## src/rtl/mem_access_unit_if.sv

```systemverilog
// Pipeline-side request/response signals and data-RAM bus of the load/store unit.
// The slave modport is the unit itself; the master modport is its environment (decode stage plus RAM).
interface mem_access_unit_if;
  logic        mem_read_flag;
  logic        mem_write_flag;
  logic        mem_sign_flag;
  logic [3:0]  mem_sel;
  logic [31:0] mem_addr;
  logic [31:0] mem_write_data;
  logic        stall_request;
  logic [31:0] load_data;
  logic        load_valid;
  logic        misaligned_error;
  logic        bus_error;
  logic        ram_en;
  logic [3:0]  ram_write_en;
  logic [31:0] ram_addr;
  logic [31:0] ram_write_data;
  logic [31:0] ram_read_data;
  logic        ram_ready;

  modport master (
    output mem_read_flag, mem_write_flag, mem_sign_flag, mem_sel, mem_addr, mem_write_data,
           ram_read_data, ram_ready,
    input  stall_request, load_data, load_valid, misaligned_error, bus_error,
           ram_en, ram_write_en, ram_addr, ram_write_data
  );

  modport slave (
    input  mem_read_flag, mem_write_flag, mem_sign_flag, mem_sel, mem_addr, mem_write_data,
           ram_read_data, ram_ready,
    output stall_request, load_data, load_valid, misaligned_error, bus_error,
           ram_en, ram_write_en, ram_addr, ram_write_data
  );
endinterface

```

## src/rtl/mem_access_unit.sv

```systemverilog
// Load/store unit: accepts one aligned access, drives the data-RAM bus until ram_ready
// or a WAIT_LIMIT-cycle timeout, then returns the aligned and extended load result.
module mem_access_unit #(
  parameter int unsigned WAIT_LIMIT = 255
) (
  input logic               clk,
  input logic               rst_n,
  mem_access_unit_if.slave  bus
);

  typedef enum logic [1:0] {IDLE = 2'd0, WAIT = 2'd1, DONE = 2'd2} state_t;

  localparam logic [3:0] SEL_BYTE  = 4'b0001;
  localparam logic [3:0] SEL_HALF  = 4'b0011;
  localparam logic [7:0] LAST_WAIT = 8'(WAIT_LIMIT - 1);

  state_t      state_q, state_d;
  logic [31:0] addr_q, wdata_q, load_data_q;
  logic [3:0]  sel_q;
  logic        sign_q, write_q, timeout_q;
  logic [7:0]  wait_cnt_q;
  logic        req, misaligned, accept, wait_expired;

  function automatic logic [31:0] extract_load(input logic [31:0] word, input logic [1:0] off,
                                               input logic [3:0] sel, input logic sign);
    logic [31:0] shifted;
    logic [15:0] half;
    shifted = word >> {off, 3'b000};
    half    = off[1] ? word[31:16] : word[15:0];
    if (sel == SEL_BYTE)      return {{24{sign & shifted[7]}}, shifted[7:0]};
    else if (sel == SEL_HALF) return {{16{sign & half[15]}}, half};
    else                      return word;
  endfunction

  // Request decode is combinational, so it is masked by reset to keep every strobe low in reset.
  assign req          = rst_n && (bus.mem_read_flag || bus.mem_write_flag);
  assign misaligned   = ((bus.mem_sel == SEL_HALF) && bus.mem_addr[0]) ||
                        ((bus.mem_sel != SEL_BYTE) && (bus.mem_sel != SEL_HALF) &&
                         (bus.mem_addr[1:0] != 2'b00));
  assign accept       = (state_q == IDLE) && req && !misaligned;
  assign wait_expired = (state_q == WAIT) && !bus.ram_ready && (wait_cnt_q == LAST_WAIT);

  // NOTE: every signal written in always_comb gets a default first, otherwise a latch is inferred.
  always_comb begin
    state_d = state_q;
    case (state_q)
      IDLE:    if (accept) state_d = WAIT;
      WAIT:    if (bus.ram_ready || wait_expired) state_d = DONE;
      DONE:    state_d = IDLE;
      default: state_d = IDLE;
    endcase
  end

  always_comb begin
    bus.ram_write_data = wdata_q;
    case (sel_q)
      SEL_BYTE: bus.ram_write_data = {4{wdata_q[7:0]}};
      SEL_HALF: bus.ram_write_data = {2{wdata_q[15:0]}};
      default:  bus.ram_write_data = wdata_q;
    endcase
  end

  assign bus.stall_request    = accept || (state_q == WAIT);
  assign bus.misaligned_error = (state_q == IDLE) && req && misaligned;
  assign bus.ram_en           = (state_q == WAIT);
  assign bus.ram_addr         = {addr_q[31:2], 2'b00};
  assign bus.ram_write_en     = ((state_q == WAIT) && write_q) ? (sel_q << addr_q[1:0]) : 4'b0000;
  assign bus.load_valid       = (state_q == DONE) && !write_q;
  assign bus.bus_error        = (state_q == DONE) && timeout_q;
  assign bus.load_data        = load_data_q;

  // NOTE: sequential state uses non-blocking assignments so every register samples pre-edge values.
  always_ff @(posedge clk or negedge rst_n) begin
    if (!rst_n) state_q <= IDLE;
    else        state_q <= state_d;
  end

  always_ff @(posedge clk or negedge rst_n) begin
    if (!rst_n) begin
      addr_q      <= '0;
      wdata_q     <= '0;
      sel_q       <= '0;
      sign_q      <= 1'b0;
      write_q     <= 1'b0;
      timeout_q   <= 1'b0;
      wait_cnt_q  <= '0;
      load_data_q <= '0;
    end else if (accept) begin
      // Both flags set means a store.
      addr_q     <= bus.mem_addr;
      wdata_q    <= bus.mem_write_data;
      sel_q      <= bus.mem_sel;
      sign_q     <= bus.mem_sign_flag;
      write_q    <= bus.mem_write_flag;
      timeout_q  <= 1'b0;
      wait_cnt_q <= '0;
    end else if (state_q == WAIT) begin
      if (state_d == DONE) begin
        timeout_q <= wait_expired;
        if (!write_q)
          load_data_q <= extract_load(bus.ram_ready ? bus.ram_read_data : 32'h0,
                                      addr_q[1:0], sel_q, sign_q);
      end else begin
        wait_cnt_q <= wait_cnt_q + 8'd1;
      end
    end
  end

endmodule

```

## src/flat_wrapper.sv

```systemverilog
// flat-port wrapper written by rule: the top's interface ports become plain ports
module mem_access_unit_flat 
#(
  parameter int unsigned WAIT_LIMIT = 255
)
  (clk, rst_n, bus_mem_read_flag, bus_mem_write_flag, bus_mem_sign_flag, bus_mem_sel, bus_mem_addr, bus_mem_write_data, bus_ram_read_data, bus_ram_ready, bus_stall_request, bus_load_data, bus_load_valid, bus_misaligned_error, bus_bus_error, bus_ram_en, bus_ram_write_en, bus_ram_addr, bus_ram_write_data);
  mem_access_unit_if bus_i ();
  input logic clk;
  input logic rst_n;
  input wire logic [$bits(bus_i.mem_read_flag)-1:0] bus_mem_read_flag;
  input wire logic [$bits(bus_i.mem_write_flag)-1:0] bus_mem_write_flag;
  input wire logic [$bits(bus_i.mem_sign_flag)-1:0] bus_mem_sign_flag;
  input wire logic [$bits(bus_i.mem_sel)-1:0] bus_mem_sel;
  input wire logic [$bits(bus_i.mem_addr)-1:0] bus_mem_addr;
  input wire logic [$bits(bus_i.mem_write_data)-1:0] bus_mem_write_data;
  input wire logic [$bits(bus_i.ram_read_data)-1:0] bus_ram_read_data;
  input wire logic [$bits(bus_i.ram_ready)-1:0] bus_ram_ready;
  output wire logic [$bits(bus_i.stall_request)-1:0] bus_stall_request;
  output wire logic [$bits(bus_i.load_data)-1:0] bus_load_data;
  output wire logic [$bits(bus_i.load_valid)-1:0] bus_load_valid;
  output wire logic [$bits(bus_i.misaligned_error)-1:0] bus_misaligned_error;
  output wire logic [$bits(bus_i.bus_error)-1:0] bus_bus_error;
  output wire logic [$bits(bus_i.ram_en)-1:0] bus_ram_en;
  output wire logic [$bits(bus_i.ram_write_en)-1:0] bus_ram_write_en;
  output wire logic [$bits(bus_i.ram_addr)-1:0] bus_ram_addr;
  output wire logic [$bits(bus_i.ram_write_data)-1:0] bus_ram_write_data;
  assign bus_i.mem_read_flag = bus_mem_read_flag;
  assign bus_i.mem_write_flag = bus_mem_write_flag;
  assign bus_i.mem_sign_flag = bus_mem_sign_flag;
  assign bus_i.mem_sel = bus_mem_sel;
  assign bus_i.mem_addr = bus_mem_addr;
  assign bus_i.mem_write_data = bus_mem_write_data;
  assign bus_i.ram_read_data = bus_ram_read_data;
  assign bus_i.ram_ready = bus_ram_ready;
  assign bus_stall_request = bus_i.stall_request;
  assign bus_load_data = bus_i.load_data;
  assign bus_load_valid = bus_i.load_valid;
  assign bus_misaligned_error = bus_i.misaligned_error;
  assign bus_bus_error = bus_i.bus_error;
  assign bus_ram_en = bus_i.ram_en;
  assign bus_ram_write_en = bus_i.ram_write_en;
  assign bus_ram_addr = bus_i.ram_addr;
  assign bus_ram_write_data = bus_i.ram_write_data;
  mem_access_unit #(.WAIT_LIMIT(WAIT_LIMIT)) u_core (.clk(clk), .rst_n(rst_n), .bus(bus_i));
endmodule
```

## config.mk

```make
export PLATFORM = sky130hd
export DESIGN_NAME = mem_access_unit_flat
export DESIGN_NICKNAME = d
export VERILOG_FILES = /design/src/rtl/mem_access_unit_if.sv /design/src/rtl/mem_access_unit.sv /design/src/flat_wrapper.sv
export SDC_FILE = /design/constraint.sdc
export NUM_CORES = 1
export LEC_CHECK = 0
export ABC_CLOCK_PERIOD_IN_PS = 1810
export CORE_ASPECT_RATIO = 0.7
export CORE_UTILIZATION = 40
export CTS_CLUSTER_DIAMETER = 30
export DETAILED_ROUTE_END_ITERATION = 7
export DONT_BUFFER_PORTS = 1
export GPL_TIMING_DRIVEN = 0
export SETUP_SLACK_MARGIN = 0.02
export SLEW_MARGIN = 5
export SYNTH_ARGS = -nofsm -noshare
export SYNTH_HDL_FRONTEND = slang
export SYNTH_SLANG_ARGS = --single-unit
```

## constraint.sdc

```tcl
create_clock -name clk -period 1.81 [get_ports clk]
set_input_delay 0.2715 -clock clk [delete_from_list [all_inputs] [get_ports clk]]
set_output_delay 0.2715 -clock clk [all_outputs]
set_load 0.02 [all_outputs]
```

# --- Yosys cells after proc, flatten, opt, wreduce, memory -nomap -nowiden ---
# Cells that the tools add are included.
totals:
  regBits: 113
  in_bits: 106
  output_inout_bits: 105
  word_cells: 67
op_classes:
  add_sub_neg: 1
  eq_ne: 10
  n_shift: 2
  muxes: 15
  bitwise_logic: 4
  reduce_logical: 26
op_table:
  columns: ["op", "n"]
  rows:
  - ["$mux 32", 3]
  - ["$pmux 32 s2", 1]
  - ["$shr 32x5->8", 1]
  - ["$mux 8", 3]
  - ["$mux 16", 1]
  - ["$logic_and 1x1->1", 12]
  - ["$add 8x1->8 const B", 1]
  - ["$eq 4x2->1 const B", 2]
  - ["$eq 8x8->1 const B", 1]
  - ["$reduce_bool 2->1", 3]
  - ["$eq 2x2->1 const B", 2]
  - ["$eq 4x1->1 const B", 1]
  - ["$logic_or 1x1->1", 4]
  - ["$mux 2", 2]
  - ["$mux 4", 1]
  - ["$ne 4x1->1 const B", 1]
  - ["$ne 4x2->1 const B", 1]
  - ["$pmux 2 s2", 1]
  - ["$reduce_and 2->1", 2]
  - ["$reduce_and 4->1", 1]
  - ["$shl 4x2->4", 1]
  - ["$logic_not 1->1", 3]
  - ["$mux 1", 3]
  - ["$and 1x1->1", 2]
  - ["other kinds (4)", 5]

# --- Longest topological paths before layout ---
# Gate-level depths: netlist (run 1).
depth:
  ltp_word: 12
  depth_mapped: 9
  mapped_depth_nobuf: 6

# --- Worst setup path before layout (run 1) ---
# Ideal clock, no wire load.
synth_path:
  path_type: "flip-flop to output port"
  from: "register u_core.sel_q[2]"
  to: "output bus_ram_write_data[24]"
  arrival_time_ps: 1843
  required_time_ps: 1539
  path_slack_ps: -305
  stages_incl_launch_ff: 6
  n_path_buf: 3
  cell_sequence: "dfrtp_1 > or3b_4 > buf_6 > clkbuf_1 > clkbuf_1 > o21ai_0"
synth_via:
  elab_chain_len: 2
  word_cells_on_any_way: 3
  classes_between: "eq/ne (2); mux (1)"
synth_lines:
  columns: ["element", "line_no", "rtl"]
  rows:
  - ["from (decl)", "mem_access_unit.sv:19", "logic [3:0] sel_q;"]
  - ["from (signal assigned)", "mem_access_unit.sv:92", "sel_q <= bus.mem_sel;"]
  - ["$eq 4x2->1 or $eq 4x1->1 (tied branches)", "mem_access_unit.sv:56", "case (sel_q)"]
  - ["$pmux 32 s2 *", "mem_access_unit.sv:56", null]
  - ["to (decl)", "flat_wrapper.sv:26", "output wire logic [$bits(bus_i.ram_write_data)-1:0] bus_ram_write_data;"]
# Every way passes the cells marked *; elsewhere a longest branch is shown, timed or not.

# --- Worst setup path after layout (run 1) ---
layout_path:
  from: "register u_core.sel_q[3]"
  to: "output bus_ram_write_data[24]"
# The elaborated chain is that of the path after synthesis.

==> results of run 1 <==
synthesized netlist by cell type (2+ instances only):
cell,instances
or4_1,10
nand3_1,9
dfrtp_1,113
mux2i_1,11
nand4_1,2
o211ai_1,10
nor2_1,9
a211oi_1,7
o31ai_1,3
clkbuf_1,22
ha_1,2
a31oi_1,25
nand2b_1,3
buf_2,13
nor3_1,4
or2_2,3
nor3b_1,4
nand2_1,87
o21ai_0,24
and2_1,5
nor2b_1,3
mux2_2,86
a21oi_1,21
inv_1,3
xnor2_1,2
mux4_2,7
buf_1,2
o2111ai_1,7
buf_4,44
flip-flops by register name, summed over array words and instances, names as in the netlist:
| signal | flops |
|---|---|
| u_core.addr_q | 32 |
| u_core.bus.load_data | 32 |
| u_core.sel_q | 4 |
| u_core.sign_q | 1 |
| u_core.state_q | 2 |
| u_core.timeout_q | 1 |
| u_core.wait_cnt_q | 8 |
| u_core.wdata_q | 32 |
| u_core.write_q | 1 |
through the flow:
stage	instances	power (mW)	hold slack [ps]
finish	931	13.60	-456.0
global route	931	14.15	-472.0
CTS	897	12.71	-463.2
detailed placement	756	8.226	-20.76
global placement	756	8.104	-20.19
floorplan	561	7.472	-24.09
power by group through the flow:
stage | clock, mW | combinational (mW) | sequential, mW
after floorplan | 0 | 3.16 | 4.32
after global placement | 0 | 3.59 | 4.51
after detailed placement | 0 | 3.66 | 4.56
after CTS | 3.34 | 4.82 | 4.56
after global routing | 3.45 | 5.98 | 4.73
final | 3.30 | 5.67 | 4.63
cell families (layout without fill, tap and decap cells):
| family | Yosys count | count (layout) | share of synthesized area |
|---|---|---|---|
| multiplexers | 104 | 104 | 0.2061 |
| other | 1 | 2 | 0.0006253 |
| adder cells (fa/ha/maj) | 2 | 2 | 0.004172 |
| XOR/XNOR | 3 | 3 | 0.004382 |
| AND/OR/NAND/NOR | 150 | 150 | 0.1225 |
| buffers and inverters | 85 | 260 | 0.08471 |
| flip-flops | 113 | 113 | 0.4715 |
| AO/OA/AOI/OAI | 102 | 102 | 0.1060 |
cells in the final DEF (no fill, tap or decap), types with 4 or more instances in the layout:
cell,count
a211oi_4,4
a21oi_1,18
a31oi_1,20
buf_12,11
buf_4,87
buf_6,12
buf_8,8
clkbuf_1,6
clkbuf_16,33
clkbuf_2,5
clkbuf_8,6
clkinv_2,4
dfrtp_1,107
dfrtp_2,6
dlygate4sd3_1,79
mux2_4,85
mux2i_1,10
mux4_2,7
nand2_1,47
nand2_2,21
nand2_4,18
nand3_1,9
nor2_1,6
o2111ai_2,5
o211ai_1,10
o21ai_2,9
o21ai_4,11
or4_1,5
or4_4,5
metal layers:
| layer | up-vias | global-route usage | part of all wire |
|---|---|---|---|
| met5 | - | 0 | 0 |
| met4 | 0 | 0.08174 | 0.020 |
| met3 | 36 | 0.08509 | 0.088 |
| met2 | 290 | 0.3806 | 0.47 |
| met1 | 2627 | 0.3241 | 0.42 |
| li1 | 2313 | - | - |
how the worst min path moves through the flow:
stage	slack [ps]	endpoint	depth (start not counted)	start
after detailed placement	-20	u_core.wait_cnt_q[0]	0	rst_n
final	-460	u_core.state_q[1]	0	rst_n
after global placement	-20	u_core.state_q[0]	0	rst_n
after global routing	-470	u_core.state_q[1]	0	rst_n
after floorplan	-20	u_core.addr_q[0]	0	rst_n
after CTS	-460	u_core.bus.load_data[17]	0	rst_n
layout make-up:
class	instances	area (sq um)
Sequential cell	113	2835
Tap cell	195	244.0
Timing Repair Buffer	150	1608
Inverter	3	23.77
Buffer	77	818.3
Fill cell	1029	4877
Clock buffer	24	491.7
Clock inverter	6	80.08
Multi-Input combinational cell	363	3697
timing repair:
| item | CTS | global route |
|---|---|---|
| pin swaps | 43 | 40 |
| resized for setup | 186 | 163 |
| endpoints found under the setup margin | 141 | 135 |
| gates cloned | 4 | 11 |
| hold buffers | 69 | 10 |
| endpoints found under the hold margin | 182 | 123 |
| buffers inserted | 39 | 17 |
==> metrics.txt, run 1 <==
chip width between 100 and 150 um; leakage power between 4 and 5 nW; Critical Path AT about 2000 ps; clock latency on the worst-skew pair about 420 ps; period utilization 1.226; fin nets 833; CP peak stage delay between 400 and 500 ps; vias in the first global route approximately 5200; CP required 1540 ps; RSZ-0062 raised after global routing true; IO Port Bufs 0; CP bufs+invs 3; Rows 37; Layout Utilization 0.6677; worst slack at placement -612.1 ps; Placer Congestion between 0.8 and 0.9; Post-synth EDFFs 0; Total GRT Usage 0.2473; power per cell area about 1400 mW/mm^2; reg-to-reg slack, setup -300 ps; DR vias 5266; Synth Instances 560; reg2reg start u_core.sel_q[3]; r2r endpoint u_core.bus.load_data[14]; share of the synthesized area in the top cell type 0.4715; Slew HR 0.4432; grt total ovfl 0; Worst setup endpoint bus_ram_write_data[24]; Crit path max-delay family buffers and inverters; Core ar. 0.01468 sq mm; Hold Fails Final Rpt approximately 110; Net Sw Power between 5 and 6 mW; CP Cell Sequence or3b_4, buf_6, clkbuf_16, clkbuf_16, o21ai_4; warnings from Yosys 0; CTS buffer count 17; CP Capture Type output port; Starting Density 0.4086; setup_tns -13920 ps; Yosys top cell by area dfrtp_1; hpwl dp 12290 um; Detailed Routing Iterations Pass 1 5; worst hold slack -456.0 ps; Internal Power ~8.5 mW; share of power burned in registers 0.341; crit path time final between 2000 and 2500 ps; CTS Buffer Depth 2; share of cells above drive strength 1 0.5204; IO Count approximately 210; Post-Layout Inst Area around 0.0098 sq mm; area grow syn2layout 63.38%; largest net degree at the start of global routing ~120; die area between 0.015 and 0.02 sq mm; CP Depth 5; Total Wirelength 21020 um; # H-tree levels 4; Avg WL per Cell between 20 and 25 um; failing checks hold timing, setup timing; clock power share 0.243; crit path kind register to output port; crit path max fanout 8; clock-pin slew on the worst setup and hold paths 60 ps; Worst Skew around 17 ps; post-placement cell area about 0.0064 sq mm; Hold Path Class input port to async pin; Max Clk Rate between 400 and 500 MHz; first-pass GRT wire length 28850 um; Primary FF master, synth dfrtp_1; Sw Ratio 0.3774; average size of a mapped cell approximately 11 sq um; outcome finished with violations; Seq/Total Area, Yosys 0.4715; antenna violations before repair 0; synth top area cells dfrtp_1 47%, mux2_2 16%, buf_4 5.5%; crit path from u_core.sel_q[3]; CTS Root Cell clkbuf_16; Reg2Reg Depth 7; CP startpoint kind register; TritonCTS clock tree done; 1st-iter DRT viols roughly 370; Worst-Margin Slew about 840 ps; Cell Area, Synth 0.005997 sq mm; Via density between 5 and 6; DRC violations left 0; Synth Register Bits around 110; fin worst setup slack -409.4 ps; slowest cell on the critical path dfrtp_2; Die Y about 100 um; Ant. Diodes 0; Max VDD drop roughly 0.00078 V; Final Max Tran Viols 0; Async SR Flop Fraction 1.000; CTS Sinks around 110; combinational power share 0.417; Yosys cell types 48; final setup fails between 80 and 90; most used cell, CP clkbuf_16; Final ANT Viol Nets 0; Max-cap violations 0
Note: power is estimated with default switching activity, not from simulation.
==> inputs of run 2 (changes only) <==
--- a/config.mk
+++ b/config.mk
@@ -6,6 +6,7 @@
 export NUM_CORES = 1
 export LEC_CHECK = 0
 export ABC_CLOCK_PERIOD_IN_PS = 1810
+export CAP_MARGIN = 25
 export CORE_ASPECT_RATIO = 0.7
 export CORE_UTILIZATION = 40
 export CTS_CLUSTER_DIAMETER = 30
@@ -17,3 +18,4 @@
 export SYNTH_ARGS = -nofsm -noshare
 export SYNTH_HDL_FRONTEND = slang
 export SYNTH_SLANG_ARGS = --single-unit
+export TNS_END_PERCENT = 5
==> run 2 against run 1 <==
  * The flow still finishes with violations (hold timing, setup timing)
  * Clock skew shrank 3.7 ps
  * Count of clock-buffer cells in the layout shrank 6
  * Design area shrank 23%
  * First-iteration DRC count grew 9.1%
  * Routed wire length shrank 15%
  * Critical path type unchanged
  * Largest power group is now registers
==> metrics.txt, run 2 (synthesis gave the netlist of run 1 again) <==
Avg WL per Cell between 20 and 25 um; Final Max Tran Viols 0; Via density between 5 and 6; clock latency on the worst-skew pair ~400 ps; placed insts about 760; 1st-iter DRT viols between 400 and 500; vias in the first global route about 4800; period utilization 1.238; Max-cap violations 0; IO Port Bufs 0; die area 0.01549 sq mm; CTS Buffer Depth 2; Max Clk Rate 446.2 MHz; crit path max fanout 8; crit path kind register to output port; met1 global-route usage 0.3187; failing checks hold timing, setup timing; Rows 37; CP required 1540 ps; leakage power roughly 3.2 nW; Sw Ratio 0.3926; CTS Sinks ~110; Detailed Routing Iterations Pass 1 5; outcome finished with violations; power per cell area about 1600 mW/mm^2; Die Y ~100 um; chip width 148.4 um; # H-tree levels 4; worst hold slack -441.7 ps; most common library cell in the layout ignoring fill and taps dfrtp_1; Placer Congestion a little over 0.9; grt total ovfl 0; Overall Power 12.24 mW; GR met2 Demand/Resource 0.3652; Max VDD drop 0.0008808 V; CTS Root Cell clkbuf_16; most frequent cells in the layout 110 x dfrtp_1, 85 x mux2_2, 54 x buf_4; busiest grt layer met2; CTS buffer count 17; combinational power share 0.351; area grow syn2layout 26.52%; antenna violations before repair 1; Critical Path AT around 2000 ps; DR vias around 4600; hpwl dp roughly 13000 um; clock power share 0.276; Hold Path Class input port to async pin; DRC violations left 0; CP startpoint kind register; Total Wirelength approximately 18000 um; RSZ-0062 raised after global routing true; fin worst setup slack -431.1 ps; final setup fails 56; most used cell, CP clkbuf_16; CP Capture Type output port; CP Cell Sequence or3b_4, buf_6, clkbuf_16, clkbuf_16, o21ai_4; clock-pin slew on the worst setup and hold paths about 60 ps; Post-Layout Cell Count 803; crit path time final around 2200 ps; slowest cell on the critical path dfrtp_2; Worst Skew roughly 13 ps; Ant. Diodes 0; Slew HR 0.4849; Final ANT Viol Nets 0; Hold Fails Final Rpt about 110; IO Count about 210; Total GRT Usage 0.2403; Core ar. ~0.015 sq mm; setup_tns -13870 ps; TritonCTS clock tree done; Internal Power roughly 7.4 mW; GR Util met3 0.09298; CP peak stage delay 440 ps; share of power burned in registers 0.373; Worst-Margin Slew 771.0 ps; share of cells above drive strength 1 0.4638; Starting Density 0.4086; first-pass GRT wire length about 28000 um; largest net degree at the start of global routing around 120; Net Sw Power approximately 4.8 mW; fin nets approximately 700
## run 2: cell types whose count changed in the layout (fill, tap and decap cells not counted), sizes merged
| cell | previous run | this run |
|---|---|---|
| clkinv | 5 | 7 |
| dlygate4sd3 | 79 | 0 |
| inv | 2 | 5 |
| clkinvlp | 0 | 3 |
| buf | 122 | 70 |
| clkbuf | 50 | 45 |
## run 2: worst paths after layout
| kind | start | to | slack (ps) | cells after the start |
|---|---|---|---|---|
| min in group clk | bus_ram_read_data[26] | u_core.bus.load_data[26] | 10 | 2 |
| worst max-delay path | u_core.sel_q[3] | bus_ram_write_data[28] | -430 | 5 |
| worst min register to register | u_core.wdata_q[29] | u_core.wdata_q[29] | 510 | 1 |
| worst min-delay path | rst_n | u_core.addr_q[12] | -440 | 0 |
| max in group asynchronous | rst_n | u_core.sel_q[0] | 2060 | 0 |
| worst max register to register | u_core.sel_q[3] | u_core.bus.load_data[11] | -260 | 6 |
## run 2: through the flow
step           setup slack, ps    util  hold WS [ps]  instance area, sq um
4_1_cts                 -414.5  0.5120        -451.7                  7513
5_1_grt                 -472.5  0.5170        -458.7                  7587
3_5_place_dp            -592.4  0.4279        -21.90                  6280
2_1_floorplan           -110.2       -        -24.09                  6036
6_report                -431.1  0.5170        -441.7                  7587
3_3_place_gp            -631.7  0.4279        -21.12                  6280
## run 2: metal layers
| metal | share of wire | routed length, um |
|---|---|---|
| met4 | 0.016 | 285 |
| met1 | 0.42 | 7610 |
| met2 | 0.45 | 8036 |
| met5 | 0.00056 | 10 |
| met3 | 0.11 | 2000 |
## run 2: power groups by stage
stage                     sequential (mW)  clock (mW)  combinational, mW
after floorplan                      4.31           0               2.97
after global placement               4.52           0               3.38
after detailed placement             4.56           0               3.46
after CTS                            4.57        3.42               4.20
after global routing                 4.70        3.53               4.59
final                                4.57        3.38               4.29
## run 2: critical path: cells and delay by family (launching register included)
| kind | cells | cell delay [ps] |
|---|---|---|
| flip-flops | 1 | 440 |
| AND/OR/NAND/NOR | 1 | 430 |
| AO/OA/AOI/OAI | 1 | 210 |
| buffers and inverters | 3 | 470 |
## run 2: layout make-up
class	count	area, sq um
fillers	1273	7088
multi-input cells	363	3059
flip-flops and latches	113	2831
plain buffers	82	709.4
clock buffers	18	439.2
well taps	195	244.0
clock inverters	14	155.1
repair buffers	15	133.9
inverters	3	15.01
## run 2: repair_timing
item | in CTS | in global routing
gates cloned | 2 | 0
gates resized for setup | 143 | 20
endpoints found under the setup margin | 141 | 119
buffers inserted | 12 | 1
hold endpoints to repair | 113 | 113
pin swaps | 35 | 4
